[src/rtl/path_ro_counter_pkg.sv]
// ============================================================================
// path_ro_counter_pkg : shared FSM encoding and sizing helper
// Rev 1.0
// ============================================================================
`default_nettype none

package path_ro_counter_pkg;

    typedef enum logic [1:0] {
        ST_IDLE   = 2'd0,
        ST_SETTLE = 2'd1,
        ST_COUNT  = 2'd2,
        ST_DONE   = 2'd3
    } state_t;

    // Index width that stays at least one bit even for a count of one.
    function automatic int clog2_min1(input int v);
        return (v > 1) ? $clog2(v) : 1;
    endfunction

endpackage

`default_nettype wire

[src/rtl/path_sync_ff.sv]
// ============================================================================
// path_sync_ff : multi-flop synchronizer for the asynchronous ring output
// Rev 1.0
// ============================================================================
`default_nettype none

module path_sync_ff #(
    parameter int STAGES = 2
) (
    input  logic clk,
    input  logic rst,
    input  logic i_async,
    output logic o_sync
);

    (* ASYNC_REG = "TRUE", keep = "true" *) logic [STAGES-1:0] r_sync;

    always_ff @(posedge clk) begin
        if (rst) begin
            r_sync <= '0;
        end else begin
            r_sync <= {r_sync[STAGES-2:0], i_async};
        end
    end

    assign o_sync = r_sync[STAGES-1];

endmodule

`default_nettype wire

[src/rtl/path_ro_counter.sv]
// ============================================================================
// path_ro_counter : ring-oscillator edge counter over fixed clock windows,
//                   accumulated and compared against a golden band
// Rev 1.0
// ============================================================================
`default_nettype none

module path_ro_counter
    import path_ro_counter_pkg::*;
#(
    parameter int WINDOW_CYCLES = 1024,
    parameter int NUM_WIN       = 4,
    parameter int SETTLE_CYCLES = 16,
    parameter int SYNC_STAGES   = 2,
    parameter int CNT_W         = 16,
    parameter int ACC_W         = 18
) (
    input  logic             clk,
    input  logic             rst,
    input  logic             start,
    input  logic [ACC_W-1:0] lo_thresh,
    input  logic [ACC_W-1:0] hi_thresh,
    input  logic             ro_in,
    output logic             ro_en,
    output logic             busy,
    output logic             done,
    output logic [ACC_W-1:0] result,
    output logic             alarm,
    output logic             overflow
);

    localparam int CYC_MAX = (WINDOW_CYCLES > SETTLE_CYCLES) ? WINDOW_CYCLES : SETTLE_CYCLES;
    localparam int CYC_W   = clog2_min1(CYC_MAX);
    localparam int IDX_W   = clog2_min1(NUM_WIN);

    state_t             r_state;
    state_t             w_next;
    logic [CYC_W-1:0]   r_cyc;
    logic [CNT_W-1:0]   r_win_cnt;
    logic [ACC_W-1:0]   r_acc;
    logic [IDX_W-1:0]   r_win_idx;
    logic               r_ovf_int;
    logic               r_sync_prev;
    logic               r_ro_en;
    logic               r_busy;
    logic               r_done;
    logic [ACC_W-1:0]   r_result;
    logic               r_alarm;
    logic               r_overflow;

    logic               w_sync_q;
    logic               w_edge;
    logic               w_settle_end;
    logic               w_win_end;
    logic               w_last_win;
    logic               w_cnt_sat;
    logic               w_cnt_lost;
    logic [CNT_W-1:0]   w_cnt_inc;
    logic [ACC_W:0]     w_sum;
    logic               w_acc_sat;
    logic [ACC_W-1:0]   w_acc_next;
    logic               w_final_ovf;

    path_sync_ff #(
        .STAGES (SYNC_STAGES)
    ) u_sync (
        .clk     (clk),
        .rst     (rst),
        .i_async (ro_in),
        .o_sync  (w_sync_q)
    );

    assign w_edge       = w_sync_q & ~r_sync_prev;
    assign w_settle_end = (r_state == ST_SETTLE) && (r_cyc == CYC_W'(SETTLE_CYCLES - 1));
    assign w_win_end    = (r_state == ST_COUNT) && (r_cyc == CYC_W'(WINDOW_CYCLES - 1));
    assign w_last_win   = (r_win_idx == IDX_W'(NUM_WIN - 1));

    // An edge arriving while the window counter is pinned is a lost count.
    assign w_cnt_sat    = &r_win_cnt;
    assign w_cnt_lost   = w_edge & w_cnt_sat;
    assign w_cnt_inc    = (w_edge && !w_cnt_sat) ? r_win_cnt + CNT_W'(1) : r_win_cnt;

    assign w_sum        = {1'b0, r_acc} + {{(ACC_W + 1 - CNT_W){1'b0}}, w_cnt_inc};
    assign w_acc_sat    = w_sum[ACC_W];
    assign w_acc_next   = w_acc_sat ? {ACC_W{1'b1}} : w_sum[ACC_W-1:0];
    assign w_final_ovf  = r_ovf_int | w_cnt_lost | w_acc_sat;

    always_comb begin
        w_next = r_state;
        case (r_state)
            ST_IDLE:   if (start) w_next = ST_SETTLE;
            ST_SETTLE: if (w_settle_end) w_next = ST_COUNT;
            ST_COUNT:  if (w_win_end && w_last_win) w_next = ST_DONE;
            ST_DONE:   w_next = ST_IDLE;
            default:   w_next = ST_IDLE;
        endcase
    end

    always_ff @(posedge clk) begin
        if (rst) begin
            r_state <= ST_IDLE;
        end else begin
            r_state <= w_next;
        end
    end

    always_ff @(posedge clk) begin
        if (rst) begin
            r_cyc       <= '0;
            r_win_cnt   <= '0;
            r_acc       <= '0;
            r_win_idx   <= '0;
            r_ovf_int   <= 1'b0;
            r_sync_prev <= 1'b0;
            r_ro_en     <= 1'b0;
            r_busy      <= 1'b0;
            r_done      <= 1'b0;
            r_result    <= '0;
            r_alarm     <= 1'b0;
            r_overflow  <= 1'b0;
        end else begin
            // Edge history runs in every state so COUNT never sees a stale edge.
            r_sync_prev <= w_sync_q;
            r_ro_en     <= (w_next == ST_SETTLE) || (w_next == ST_COUNT);
            r_busy      <= (w_next != ST_IDLE);
            r_done      <= (w_next == ST_DONE);

            case (r_state)
                ST_IDLE: begin
                    if (start) begin
                        r_cyc     <= '0;
                        r_win_cnt <= '0;
                        r_acc     <= '0;
                        r_win_idx <= '0;
                        r_ovf_int <= 1'b0;
                    end
                end
                ST_SETTLE: begin
                    r_cyc <= w_settle_end ? '0 : r_cyc + CYC_W'(1);
                end
                ST_COUNT: begin
                    if (w_win_end) begin
                        r_cyc     <= '0;
                        r_win_cnt <= '0;
                        r_acc     <= w_acc_next;
                        r_ovf_int <= w_final_ovf;
                        r_win_idx <= r_win_idx + IDX_W'(1);
                        if (w_last_win) begin
                            r_result   <= w_acc_next;
                            r_alarm    <= (w_acc_next < lo_thresh) || (w_acc_next > hi_thresh);
                            r_overflow <= w_final_ovf;
                        end
                    end else begin
                        r_cyc     <= r_cyc + CYC_W'(1);
                        r_win_cnt <= w_cnt_inc;
                        r_ovf_int <= r_ovf_int | w_cnt_lost;
                    end
                end
                default: ;
            endcase
        end
    end

    assign ro_en    = r_ro_en;
    assign busy     = r_busy;
    assign done     = r_done;
    assign result   = r_result;
    assign alarm    = r_alarm;
    assign overflow = r_overflow;

endmodule

`default_nettype wire

[config.mk]
export PLATFORM = sky130hd
export DESIGN_NAME = path_ro_counter
export DESIGN_NICKNAME = d
export VERILOG_FILES = /design/src/rtl/path_ro_counter_pkg.sv /design/src/rtl/path_sync_ff.sv /design/src/rtl/path_ro_counter.sv
export SDC_FILE = /design/constraint.sdc
export NUM_CORES = 1
export LEC_CHECK = 0
export ABC_AREA = 1
export CORE_MARGIN = 8
export CORE_UTILIZATION = 45
export DETAILED_ROUTE_END_ITERATION = 7
export GPL_ROUTABILITY_DRIVEN = 0
export GPL_TIMING_DRIVEN = 0
export PLACE_DENSITY = 0.66
export SKIP_LAST_GASP = 1
export SYNTH_ARGS = -nofsm -noshare
export SYNTH_HDL_FRONTEND = slang
export SYNTH_HIERARCHICAL = 1
export SYNTH_SLANG_ARGS = --single-unit
[constraint.sdc]
create_clock -name clk -period 8.7 [get_ports clk]
set_clock_uncertainty 0.05 [all_clocks]
set_input_delay 1.74 -clock clk [delete_from_list [all_inputs] [get_ports clk]]
set_output_delay 1.74 -clock clk [all_outputs]
set_load 0.02 [all_outputs]
**After elaboration in Yosys (flattened, before gate mapping)**

Index checks and enable logic that the tools add are counted.

- $add $sub $neg: 4
- Magnitude comparators: 2
- Eq/ne operators: 11
- Mux-type cells: 22
- Bitwise gates (word level): 5
- Reductions and logical operators: 16

Operators by type and width:

| operator | count |
|---|---|
| two-way mux 18 bit | 3 |
| two-way mux 16 bit | 3 |
| case mux 18 bit (2 select lines) | 1 |
| case mux 16 bit (2 select lines) | 1 |
| two-way mux 10 bit | 3 |
| case mux 10 bit (3 select lines) | 1 |
| adder 18 x 16 -> 19 bit | 1 |
| > comparator 18 bit | 1 |
| < comparator 18 bit | 1 |
| adder 16 x 1 -> 16 bit (second input constant) | 1 |
| AND reduction 16 bit | 1 |
| adder 10 x 1 -> 10 bit (second input constant) | 1 |
| equality test 10 bit (second input constant) | 1 |
| equality test 10 x 4 -> 1 bit (second input constant) | 1 |
| equality test 2 bit (second input constant) | 5 |
| two-way mux 2 bit | 5 |
| case mux 2 bit (4 select lines) | 1 |
| AND reduction 3 bit | 2 |
| equality test 2 x 1 -> 1 bit (second input constant) | 2 |
| logical AND 1 bit | 4 |
| inequality test 2 bit (second input constant) | 2 |
| case mux 2 bit (2 select lines) | 1 |
| AND reduction 2 bit | 2 |
| nonzero test 2 bit | 2 |
| other kinds (10) | 14 |

- Register bits: 75
- Output and inout bits: 23
- Logic and storage cells: 74

**Longest topological paths before layout**

Gate-level depths: netlist of run 1.

- Depth in word-level cells: 8
- Gate-level depth with buffers: 30
- Mapped depth without buffers: 30

**Cells and area by module**

The synthesis of run 1 kept the hierarchy.

By module, submodules not included:

| module | instances | cells each | area each (um^2) | sequential area each (um^2) |
|---|---|---|---|---|
| path_ro_counter | 1 | 798 | 5,347.6 | 1,461.4 |
| path_sync_ff | 1 | 7 | 62.6 | 40.0 |

**Worst setup path after synthesis of run 1**

No wires, ideal clock.

- Kind: reg-to-reg
- Start point: reg r_win_cnt[0]
- End point: reg r_alarm (netlist: alarm)
- Setup time: 119 ps
- Arrival time: 4,101 ps
- Required time: 8,531 ps
- Setup slack: 4,430 ps
- Cell stages (with the launch flop): 26
- Buffers on the path: 1
- Cells stage by stage: dfxtp_1 > ha_1 > nand3_1 > nor2_1 > nand3_1 > nand2_2 > inv_2 > or2_2 > a21boi_0 > ha_1 > nand2_1 > inv_1 > nand2_1 > nand2_1 > a21oi_1 > nand2_2 > inv_2 > buf_2 > nand3_1 > ha_1 > nand4_1 > inv_1 > nand3_1 > or3b_2 > a21oi_1 > a21oi_1

- Word-level cells in the longest chain between the ends: 8

RTL lines:

| item | line | RTL |
|---|---|---|
| start: declaration | path_ro_counter.sv:39 | `logic [CNT_W-1:0] r_win_cnt;` |
| start signal: assignment | path_ro_counter.sv:155 | `r_win_cnt <= w_cnt_inc;` |
| branches (longest 3 deep; another with adder 16 x 1 -> 16 bit) | n/a |  |
| two-way mux 16 bit (*) | path_ro_counter.sv:81 | `assign w_cnt_inc = (w_edge && !w_cnt_sat) ? r_win_cnt + CNT_W'(1) : r_win_cnt;` |
| adder 18 x 16 -> 19 bit (*) | path_ro_counter.sv:83 | `assign w_sum = {1'b0, r_acc} + {{(ACC_W + 1 - CNT_W){1'b0}}, w_cnt_inc};` |
| two-way mux 18 bit (*) | path_ro_counter.sv:85 | `assign w_acc_next = w_acc_sat ? {ACC_W{1'b1}} : w_sum[ACC_W-1:0];` |
| via w_acc_next[17] | path_ro_counter.sv:61 | `logic [ACC_W-1:0] w_acc_next;` |
| < comparator 18 bit or > comparator 18 bit (tied branches) | path_ro_counter.sv:150 | `r_alarm <= (w_acc_next < lo_thresh) \|\| (w_acc_next > hi_thresh);` |
| logical OR 1 bit (*) | path_ro_counter.sv:150 |  |
| end signal: assignment | path_ro_counter.sv:150 |  |
| end: declaration | path_ro_counter.sv:48 | `logic r_alarm;` |

Mark *: on every way through the listed nets, which the timed path passes.
A chain may end at the register's enable or synchronous reset.

**Worst setup path in the final report of run 1**

Ends and elaborated chain as after synthesis.

==> impl_metrics.json, run 1 <==
{
  "max_freq_mhz": 184,
  "max_cap_violations": 0,
  "min_path_type": "flip-flop to flip-flop",
  "avgViaCountPerCell": 5.23,
  "hold_depth": 2,
  "crit_cells": 25,
  "cts_setup_buffers": 0,
  "cts_tree": "done",
  "drive_above_1_share_pct": 6.46,
  "worst_ep_required_time_ns": 8.88,
  "cp_num_buf_inv": 5,
  "crit_fanout": 10,
  "clkSinkCount": 75,
  "nNetsFinal": 977,
  "pre_cts_ws_ns": 3.31,
  "cts_max_level": 3,
  "io_buffers": 62,
  "avgSynthCellArea_um2": 6.72,
  "antenna_found_initial": 0,
  "clock_latency_ns": 0.35,
  "ctsHoldBuffers": 0,
  "dpl_cell_area_um2": 6210,
  "startpoint_type": "flip-flop",
  "vias": 5381,
  "routedWlPerCell_um": 14.4,
  "crit_path_frequent_cell": "nand2_1",
  "wl_um": 14800,
  "first_pass_iters": 5,
  "p_leak_uw": 0.00311,
  "grt_usage_pct": 19.0,
  "yosys_warnings": 6,
  "fin_ws_ns": 3.27,
  "seq_area_um2": 1500,
  "synth.cell_area_um2": 5400,
  "num_io_pins": 63,
  "crit_arrival_ns": 5.61,
  "cts_buffer_depth": 2,
  "rsz0062_at_grt": "false",
  "cts-root-buf": "clkbuf_16",
  "end_kind": "flip-flop",
  "drtAntennaViolNets": 0,
  "area_growth_pct": 20.0,
  "dieWidth_um": 126,
  "slew_headroom_pct": 61.4,
  "route.detailed.drc": 0,
  "grt_max_degree": 15,
  "hold_viol_final": 0,
  "path_clk_slew_ns": 0.06,
  "num_rows": 40,
  "path_delay_family": "simple AND/OR/NAND/NOR gates",
  "grt_overflow": 0,
  "power_uw": 787,
  "grt_pass1_vias": 4972,
  "slowest_stage": "dfxtp_1",
  "initial_core_util_pct": 45.5,
  "cts_resized": 0,
  "rr_worst_depth": 25,
  "syn_nets": 904,
  "finish.instance_area_um2": 6480,
  "final_max_slew_viol_count": 0,
  "design.core.area_um2": 11900,
  "worst_slew_pin_slew_ns": 0.578,
  "die_h_um": 126,
  "cts_buffers": 9,
  "p_per_area_nw_per_um2": 121,
  "fill_cells": 1172,
  "die_area_um2": 15800,
  "crit_type": "flip-flop to flip-flop",
  "tns_ns": 0,
  "multi_input_area_um2": 3290,
  "hpwl_um": 11900,
  "diodes": 0,
  "period_minus_slack_ns": 5.43,
  "netlist_instances": 804,
  "post-route-period-util_pct": 62.4,
  "drt_iter0_drc": 378,
  "vdd_drop_max_v": 0.0000908,
  "status": "finished clean",
  "grt_pass1_wl_um": 24300,
  "utilization_pct": 54.7,
  "cpPeakStageDelay_ns": 0.41,
  "finalSetupViolations": 0
}
-- per-stage QoR --
stage | instances | hold slack (ns)
2_1_floorplan | 804 | 0.338
3_3_place_gp | 1013 | 0.350
3_5_place_dp | 1013 | 0.348
4_1_cts | 1029 | 0.356
5_1_grt | 1029 | 0.382
6_report | 1029 | 0.353
-- registers in the layout, indices dropped and copies added (netlist names) --
register	count
alarm	1
done	1
r_win_idx	2
r_cyc	10
ro_en	1
r_ovf_int	1
overflow	1
u_sync/r_sync	2
r_state	2
busy	1
r_sync_prev	1
r_acc	18
r_win_cnt	16
result	18
-- cell type report --
| class | count | share of cell area (%) |
|---|---|---|
| multi-input combinational | 570 | 50.7 |
| sequential | 75 | 23.2 |
| timing repair buffer | 62 | 9.57 |
| inverter | 143 | 8.28 |
| clock buffer | 9 | 3.47 |
| tap | 147 | 2.84 |
| buffer | 16 | 1.18 |
| clock inverter | 7 | 0.791 |
-- report_power, final --
part / internal [µW] / total (µW) / switching, µW
Sequential: 346 / 348 / 1.60
Clock: 194 / 351 / 157
Combinational: 36.6 / 88.3 / 51.7
Total: 577 / 787 / 210
-- path summary, 6_finish.rpt --
kind / start / to / slack, ns
setup reg to reg: r_win_cnt[0] / alarm / 3.27
hold / removal: u_sync/r_sync[0] / u_sync/r_sync[1] / 0.35
hold reg to reg: u_sync/r_sync[0] / u_sync/r_sync[1] / 0.35
setup / recovery: r_win_cnt[0] / alarm / 3.27
-- routing by layer --
layer | part of all wire, % | wire (µm) | global-route usage [%] | vias up
met5 | 0 | 0 | 0 | -
met4 | 2.8 | 413 | 8.95 | 0
met3 | 5.7 | 842 | 3.31 | 27
met2 | 44 | 6520 | 29.5 | 171
met1 | 48 | 7060 | 25.0 | 2430
li1 | - | - | - | 2753
-- worst min-delay path: cells and delay by family, from the launching register on --
kind | cells | cell delay [ns]
flip-flops | 1 | 0.30
buffers and inverters | 1 | 0.04
AND/OR/NAND/NOR | 1 | 0.03
-- placed cells by master, fill, tap and decap left out, types with 2 or more instances in the layout --
cell             count
clkbuf_16            9
nor2_2               3
o22ai_1              3
inv_6                2
xnor2_1              7
nand4_1             15
o21a_1               2
inv_2                7
clkinv_2             2
ha_1                59
o21ai_2              9
a21oi_1             64
a21o_1               2
clkbuf_1             8
nand3_1             40
dfxtp_1             75
nor2_4               2
a31oi_1              5
clkinvlp_4           2
inv_1              136
nand2_2              5
clkdlybuf4s50_1     62
nor4_1               3
xor2_1              19
nand2_1            178
buf_2                7
o21ai_0             34
o21ai_1              4
o211ai_1            10
or2_2                2
nor3_1              10
o221ai_1             2
a211oi_1             2
nor2_1              77
Power figures use the tool's default switching activity.
==> run 2, diff against run 1 <==
Settings changed: PLACE_DENSITY 0.66 to 0.69.
Clock period 8.7 ns to 4.8 ns, I/O delays scaled along.
==> run 2 against run 1 <==
  * Worst setup slack got worse by 3.1 ns
  * Via count decreased by 3.0%
  * Clock power increased by 96%
  * Largest cell class unchanged
  * Worst hold slack improved by 0.0015 ns
  * Routed wire length increased by 0.85%
  * Non-clock buffer count increased by 5
  * Fmax increased by 18%
  * Sequential share of layout area decreased by 0.89 points
  * Count of clock-buffer cells in the layout increased by 2
  * Die area unchanged
  * Critical endpoint unchanged
  * Final cell count increased by 0.39%
==> impl_metrics.json, run 2 (synthesized netlist as in run 1, its figures left out) <==
{
  "vdd_drop_max_v": 0.000166,
  "hold_viol_final": 0,
  "finalSetupViolations": 0,
  "cts_max_level": 3,
  "diodes": 0,
  "grt_max_degree": 13,
  "initial_core_util_pct": 45.5,
  "fill_cells": 1135,
  "final_max_slew_viol_count": 0,
  "route.detailed.drc": 0,
  "design.core.area_um2": 11900,
  "clkSinkCount": 75,
  "path_clk_slew_ns": 0.06,
  "max_freq_mhz": 218,
  "clock_latency_ns": 0.35,
  "avgViaCountPerCell": 5.05,
  "grt_overflow": 0,
  "pre_cts_ws_ns": -0.510,
  "num_io_pins": 63,
  "layout_common_cells": "175 x nand2_1, 136 x inv_1, 70 x dfxtp_1",
  "grt_pass1_vias": 4930,
  "drtAntennaViolNets": 0,
  "routedWlPerCell_um": 14.5,
  "io_buffers": 62,
  "first_pass_iters": 5,
  "multi_input_area_um2": 3520,
  "cts_buffer_depth": 2,
  "area_growth_pct": 25.5,
  "end_kind": "flip-flop",
  "wl_um": 15000,
  "die_area_um2": 15800,
  "period_minus_slack_ns": 4.59,
  "slew_headroom_pct": 59.7,
  "crit_arrival_ns": 4.77,
  "max_cap_violations": 0,
  "hpwl_um": 11500,
  "status": "finished clean",
  "grt_pass1_wl_um": 24200,
  "crit_type": "flip-flop to flip-flop",
  "antenna_found_initial": 0,
  "p_leak_uw": 0.00321,
  "startpoint_type": "flip-flop",
  "final_common_cell": "nand2_1",
  "dieWidth_um": 126,
  "min_path_type": "flip-flop to flip-flop",
  "p_per_area_nw_per_um2": 219,
  "cts_tree": "done",
  "worst_slew_pin_slew_ns": 0.604,
  "tns_ns": 0,
  "nNetsFinal": 982,
  "grt_usage_pct": 19.0,
  "num_rows": 40,
  "drt_iter0_drc": 331,
  "cts-root-buf": "clkbuf_16",
  "cts_buffers": 9,
  "vias": 5219,
  "worst_ep_required_time_ns": 4.98,
  "crit_fanout": 10,
  "seq_area_um2": 1510,
  "power_uw": 1480,
  "post-route-period-util_pct": 95.6,
  "fin_ws_ns": 0.212,
  "hold_ws_ns": 0.354,
  "drive_above_1_share_pct": 10.9,
  "die_h_um": 126
}
## run 2: cell types whose count changed in the layout (fill, tap and decap cells not counted), moves of 3 or more
cell     before  now
dfxtp_2       0    4
ha_1         59   53
ha_2          0    3
nor2_2        3    9
nand3_4       0    3
dfxtp_1      75   70
buf_4         0    5
nand3_1      40   34
nand2_1     178  175
nor2_1       77   69
ha_4          0    3
nand3_2       0    3
## run 2: path summary, 6_finish.rpt
path	start	endpoint	slack (ns)	cells after the start
worst max register to register	r_win_cnt[5]	alarm	0.21	24
worst max-delay path	r_win_cnt[5]	alarm	0.21	24
worst min-delay path	u_sync/r_sync[0]	u_sync/r_sync[1]	0.35	2
worst min register to register	u_sync/r_sync[0]	u_sync/r_sync[1]	0.35	2
## run 2: worst max-delay path, cell delays in order, from the launching register on
cell and delay [ns]:
dfxtp_1 0.30, buf_2 0.16, nand4_1 0.18, nor2_4 0.17, nand3_2 0.14, nand2_4 0.14
inv_2 0.08, buf_2 0.19, o21ai_0 0.16, inv_1 0.09, ha_1 0.34, nand2_1 0.09
nand2_1 0.08, nor2_1 0.16, nand3_2 0.17, nand2_4 0.13, nand2_8 0.11, inv_2 0.12
buf_6 0.17, nand3_1 0.21, ha_1 0.39, nand4_1 0.13, or3b_2 0.48, a21oi_1 0.15
a21oi_1 0.07
## run 2: layout make-up
type	instances	share of cell area (%)
Clock inverter	4	0.756
Tap cell	147	2.71
Sequential cell	75	22.3
Clock buffer	11	3.58
Timing Repair Buffer	67	9.70
Buffer	16	1.22
Multi-Input combinational cell	570	51.9
Inverter	143	7.91
## run 2: per-stage QoR
step | instances | util [%] | instance area (µm²)
floorplan | 804 | - | 5400
global placement | 1013 | 52.3 | 6210
detailed placement | 1013 | 52.3 | 6210
CTS | 1030 | 55.5 | 6580
global route | 1033 | 57.2 | 6780
finish | 1033 | 57.2 | 6780
## run 2: power by group
group	switching (µW)	internal [µW]
sequential	2.96	627
clock	274	414
combinational	96.5	68.9
total	373	1110
## run 2: what timing repair did
| item | CTS | global route |
|---|---|---|
| buffers inserted | 2 | 3 |
| pin swaps | 1 | 3 |
| hold buffers | 0 | 0 |
| setup endpoints to repair | 1 | 1 |
| cloned | 0 | 0 |
| resized for setup | 20 | 35 |
## run 2: layer usage
metal | GRT usage [%] | routed length, µm | up-vias
li1 | - | - | 2765
met1 | 24.8 | 7210 | 2330
met2 | 30.3 | 6750 | 106
met3 | 3.36 | 658 | 18
met4 | 7.66 | 350 | 0
met5 | 0 | 0 | -
==> run 3, diff against run 2 <==
Settings changed: CTS_CLUSTER_DIAMETER from default to 60.
==> results of run 3 <==
Same layout as run 2: the final DEF is identical, and so are final timing and power.
